$ cat src/rtl/uart_pkg.sv
// Shared UART definitions: receiver FSM states and default frame geometry.
// Both the receiver and the transmitter import this package.
package uart_pkg;

  localparam int UART_OVERSAMPLE = 16;
  localparam int UART_DATA_BITS  = 8;

  typedef enum logic [2:0] {
    ST_IDLE,
    ST_START,
    ST_DATA,
    ST_STOP,
    ST_WAIT_HIGH
  } uart_state_e;

endpackage

$ cat src/rtl/baud_tick_gen.sv
// Oversample tick generator: one-clk enable pulse every brd clocks.
// This block produces a clock enable only; no clock is derived from it.
module baud_tick_gen (
  input  logic        clk,
  input  logic        reset,
  input  logic [15:0] brd,
  output logic        tick
);

  logic [15:0] cnt;
  logic [15:0] limit;

  // brd of 0 is treated as 1; >= lets a smaller brd take effect at once.
  always_comb limit = (brd == 16'd0) ? 16'd0 : brd - 16'd1;

  assign tick = (cnt >= limit);

  // NOTE: state registers use non-blocking assignments so every flop samples
  // pre-edge values and simulation order cannot change the result.
  always_ff @(posedge clk or posedge reset) begin
    if (reset)     cnt <= '0;
    else if (tick) cnt <= '0;
    else           cnt <= cnt + 16'd1;
  end

endmodule

$ cat src/rtl/uart_rx_deserializer.sv
// UART receiver: synchronizes rx, samples mid-bit on oversample ticks and
// presents each byte with ready, framing-error and overrun status.
module uart_rx_deserializer
  import uart_pkg::*;
#(
  parameter int OVERSAMPLE = UART_OVERSAMPLE,
  parameter int DATA_BITS  = UART_DATA_BITS
) (
  input  logic                 clk,
  input  logic                 reset,
  input  logic [15:0]          brd,
  input  logic                 rx,
  input  logic                 rd_ack,
  output logic [DATA_BITS-1:0] data_out,
  output logic                 rx_ready,
  output logic                 framing_err,
  output logic                 overrun,
  output logic                 busy
);

  localparam int SW = (OVERSAMPLE > 1) ? $clog2(OVERSAMPLE) : 1;
  localparam int BW = (DATA_BITS > 1) ? $clog2(DATA_BITS) : 1;
  localparam logic [SW-1:0] MID_CNT  = SW'(OVERSAMPLE / 2 - 1);
  localparam logic [SW-1:0] LAST_CNT = SW'(OVERSAMPLE - 1);
  localparam logic [BW-1:0] LAST_BIT = BW'(DATA_BITS - 1);

  logic                 tick;
  logic                 rx_meta, rx_s;
  uart_state_e          state, state_next;
  logic [SW-1:0]        sample_cnt, sample_cnt_next;
  logic [BW-1:0]        bit_idx, bit_idx_next;
  logic [DATA_BITS-1:0] shift_reg, shift_next;
  logic                 load_good, load_bad;

  baud_tick_gen u_tick (
    .clk   (clk),
    .reset (reset),
    .brd   (brd),
    .tick  (tick)
  );

  // Synchronizer resets to the idle-high line level so reset cannot fake a start bit.
  always_ff @(posedge clk or posedge reset) begin
    if (reset) begin
      rx_meta <= 1'b1;
      rx_s    <= 1'b1;
    end else begin
      rx_meta <= rx;
      rx_s    <= rx_meta;
    end
  end

  always_ff @(posedge clk or posedge reset) begin
    if (reset) begin
      state      <= ST_IDLE;
      sample_cnt <= '0;
      bit_idx    <= '0;
      shift_reg  <= '0;
    end else begin
      state      <= state_next;
      sample_cnt <= sample_cnt_next;
      bit_idx    <= bit_idx_next;
      shift_reg  <= shift_next;
    end
  end

  // NOTE: every signal written here gets a default first, so no path can
  // leave one unassigned and infer a latch.
  always_comb begin
    state_next      = state;
    sample_cnt_next = sample_cnt;
    bit_idx_next    = bit_idx;
    shift_next      = shift_reg;
    load_good       = 1'b0;
    load_bad        = 1'b0;
    unique case (state)
      ST_IDLE: begin
        if (!rx_s) begin
          state_next      = ST_START;
          sample_cnt_next = '0;
        end
      end
      ST_START: begin
        if (tick) begin
          if (sample_cnt == MID_CNT) begin
            sample_cnt_next = '0;
            bit_idx_next    = '0;
            state_next      = rx_s ? ST_IDLE : ST_DATA;
          end else begin
            sample_cnt_next = sample_cnt + SW'(1);
          end
        end
      end
      ST_DATA: begin
        if (tick) begin
          if (sample_cnt == LAST_CNT) begin
            sample_cnt_next = '0;
            shift_next      = {rx_s, shift_reg[DATA_BITS-1:1]};
            if (bit_idx == LAST_BIT) state_next = ST_STOP;
            else                     bit_idx_next = bit_idx + BW'(1);
          end else begin
            sample_cnt_next = sample_cnt + SW'(1);
          end
        end
      end
      ST_STOP: begin
        if (tick) begin
          if (sample_cnt == LAST_CNT) begin
            sample_cnt_next = '0;
            load_good       = rx_s;
            load_bad        = !rx_s;
            state_next      = rx_s ? ST_IDLE : ST_WAIT_HIGH;
          end else begin
            sample_cnt_next = sample_cnt + SW'(1);
          end
        end
      end
      ST_WAIT_HIGH: begin
        if (rx_s) state_next = ST_IDLE;
      end
      default: state_next = ST_IDLE;
    endcase
  end

  // A completed good byte wins over a same-cycle acknowledge.
  always_ff @(posedge clk or posedge reset) begin
    if (reset) begin
      data_out    <= '0;
      rx_ready    <= 1'b0;
      framing_err <= 1'b0;
      overrun     <= 1'b0;
    end else begin
      framing_err <= load_bad;
      if (load_good || load_bad) data_out <= shift_reg;
      if (rx_ready && rd_ack) begin
        rx_ready <= 1'b0;
        overrun  <= 1'b0;
      end
      if (load_good) begin
        rx_ready <= 1'b1;
        if (rx_ready && !rd_ack) overrun <= 1'b1;
      end
    end
  end

  assign busy = (state != ST_IDLE);

endmodule

$ cat config.mk
export PLATFORM = sky130hd
export DESIGN_NAME = uart_rx_deserializer
export DESIGN_NICKNAME = d
export VERILOG_FILES = /design/src/rtl/uart_pkg.sv /design/src/rtl/baud_tick_gen.sv /design/src/rtl/uart_rx_deserializer.sv
export SDC_FILE = /design/constraint.sdc
export NUM_CORES = 1
export LEC_CHECK = 0
export CORE_AREA = 2 2 68 83
export CTS_BUF_LIST = sky130_fd_sc_hd__clkbuf_8
export DETAILED_ROUTE_END_ITERATION = 6
export DIE_AREA = 0 0 70 85
export GPL_ROUTABILITY_DRIVEN = 0
export HOLD_SLACK_MARGIN = 0.05
export PLACE_DENSITY = 0.93
export SYNTH_ARGS = -nofsm -noshare
export SYNTH_HDL_FRONTEND = slang
export SYNTH_SLANG_ARGS = --single-unit
$ cat constraint.sdc
create_clock -name clk -period 6.45 [get_ports clk]
set_clock_uncertainty 0.05 [all_clocks]
set_input_delay 0.9675 -clock clk [delete_from_list [all_inputs] [get_ports clk]]
set_output_delay 0.9675 -clock clk [all_outputs]
set_load 0.01 [all_outputs]
==> results_dict.tcl <==
set metrics [dict create \
    outcome "completed" \
    pin_count 32 \
    drt-pass1-iter-count 4 \
    required_ns 6.60 \
    slew_viol_final 0 \
    crit_path_end_kind "flop" \
    post-route-min-period_ns 4.749 \
    drc 0 \
    vias 2333 \
    final_cell_mix "dfrtp_1, nand2_1, nor2_1, clkdlybuf4s50_1, ha_1" \
    maxCapViolCount 0 \
    cp-start-kind "primary input" \
    tns_ns 0 \
    synth.distinct_cells 61 \
    grt_pass1_vias 2439 \
    fmax_mhz 210.6 \
    tightestPinTransition_ns 0.6121 \
    synth_edf_count 0 \
    clk_pin_slew_ns 0.09 \
    cts_root_buffer "clkbuf_8" \
    total_power_uw 835.7 \
    finalNetCount 373 \
    placed_cells 386 \
    min_path_type "reg -> reg" \
    die_w_um 70 \
    post-route-cell-area_um2 3426 \
    final_core_util 0.6649 \
    avgRoutedWirePerCell_um 15.10 \
    finalWirelength_um 5950 \
    place.port_buffers 31 \
    cts_hold_buf 0 \
    overflow 0 \
    cts_tree "yes" \
    hpwl_um 4460 \
    synthFlopType "dfrtp_1" \
    grtUsageMet2 0.3784 \
    die_h_um 85 \
    rows 29 \
    instances_no_fill 394 \
    post_dp_cell_area_um2 3328 \
    via_per_inst 5.921 \
    coreArea_um2 5152 \
    rsz0062_at_grt "no" \
    final_common_cell "dfrtp_1" \
    ir_drop_v 0.0001886 \
    avgSynthCellArea_um2 9.926 \
    drive_gt1_frac 0.1295 \
    drt_iter0_drc 127 \
    synth-seq-cells 47 \
    clockBufferDepth 2 \
    cts_setup_buffers 0 \
    leakagePower_uw 0.001574 \
    use_met3 0.03325 \
    clk_latency_ns 0.32 \
    grt_first_pass_wirelength_um 10400 \
    cp.arrival_ns 4.90 \
    syn_nets 341 \
    slew-limit-headroom 0.5919 \
    grtUsageMet1 0.2490 \
    ff2ff_setup_slack_ns 3.89 \
    crit_fanout 14 \
    dieArea_um2 5950 \
    cts_max_level 2 \
    area_growth_pct 15.43 \
    cts.sink_count 47 \
    start_util 0.5760 \
    cts_made_buffers 5 \
    synth_cells 299 \
    final-hold-violation-count 0 \
    setup_viol 0 \
    antenna_found_initial 0 \
    grt_start_max_net_pins 48 \
    finalCritPeriodShare 0.7363 \
    ant_nets 0 \
    largest_register_ff_count 16 \
    grt_usage 0.2141 \
    async_reset_ff_frac 1.000 \
    powerDensity_nw_per_um2 243.9 \
    n_antenna_cell 0 \
    worst-setup-path-type "in -> reg" \
    post_cts_resized 0 \
    ys_seq_area_frac 0.3971 \
    ys.warnings.count 0 \
    netlist_area_um2 2968 \
    busiest_layer "met2" \
]
[worst paths after layout]
| kind | from | end | cells after the start |
|---|---|---|---|
| worst min-delay path | rx_meta | rx_s | 0 |
| min in group asynchronous | reset | data_out[0] | 3 |
| worst max-delay path | brd[7] | data_out[7] | 12 |
| worst min register to register | rx_meta | rx_s | 0 |
| worst max register to register | u_tick.cnt[11] | data_out[3] | 6 |
| max in group asynchronous | reset | rx_meta | 3 |
[routing by layer]
metal	share of wire	vias up
met1	0.42	1128
li1	-	1126
met4	0.035	0
met3	0.040	19
met2	0.50	60
met5	0	-
[cell families after synthesis]
logic type               after synthesis  share of synthesized area
AND/OR/NAND/NOR                      116                     0.2011
flip-flops                            47                     0.3971
adder cells (fa/ha/maj)               22                    0.09275
buffers and inverters                 19                    0.02698
XOR/XNOR                              26                    0.07673
multiplexers                          21                    0.07799
AO/OA/AOI/OAI                         48                     0.1273
[cell type report]
| type | count | area, um^2 |
|---|---|---|
| clock buffers | 5 | 68.82 |
| clock inverters | 3 | 28.78 |
| fillers | 396 | 1727 |
| inverters | 12 | 45.04 |
| multi-input cells | 233 | 1709 |
| flip-flops and latches | 47 | 1179 |
| well taps | 62 | 77.57 |
| repair buffers | 32 | 317.8 |
[worst max-delay path: stages]
cell and delay [ns]:
clkdlybuf4s50_1 0.46, or4_4 0.58, nor4_4 0.19, nand2b_2 0.10, or4_4 0.51, and2_2 0.23, ha_1 0.26, nand2b_1 0.14
a2111o_1 0.46, a31oi_4 0.40, a211o_1 0.24, mux2_2 0.34
[cells in the mapped netlist, drive strengths merged (3+ instances only)]
master | count | area (um^2)
nor4 | 4 | 46.29
nand3 | 6 | 30.03
mux2 | 17 | 191.4
dfrtp | 45 | 1126
buf | 3 | 20.01
xnor2 | 10 | 87.58
a211oi | 3 | 40.04
nor2 | 32 | 120.1
clkbuf | 4 | 15.01
inv | 12 | 45.04
and2 | 6 | 38.79
o21ai | 8 | 40.04
ha | 22 | 275.3
or3 | 3 | 18.77
xor2 | 16 | 140.1
or4 | 3 | 30.03
a21oi | 12 | 63.81
and3 | 4 | 25.02
and4 | 3 | 26.28
a21o | 3 | 22.52
nor3 | 5 | 30.03
nand4 | 7 | 43.79
nand2 | 36 | 137.6
mux2i | 4 | 40.04
[power by group]
group	total [uW]	leakage [uW]	internal (uW)	switching (uW)
clock network	193	0.0000511	81.8	111
registers	395	0.000611	340	55.2
logic	247	0.000911	118	129
[per-stage QoR]
stage          hold WS, ns  worst slack [ns]
6_report            0.3109             1.701
5_1_grt             0.3172             1.527
4_1_cts             0.3123             1.707
3_5_place_dp        0.2995             1.383
3_3_place_gp        0.2976             1.507
2_1_floorplan       0.2952             2.146
Note: power is estimated with default switching activity, not from simulation.
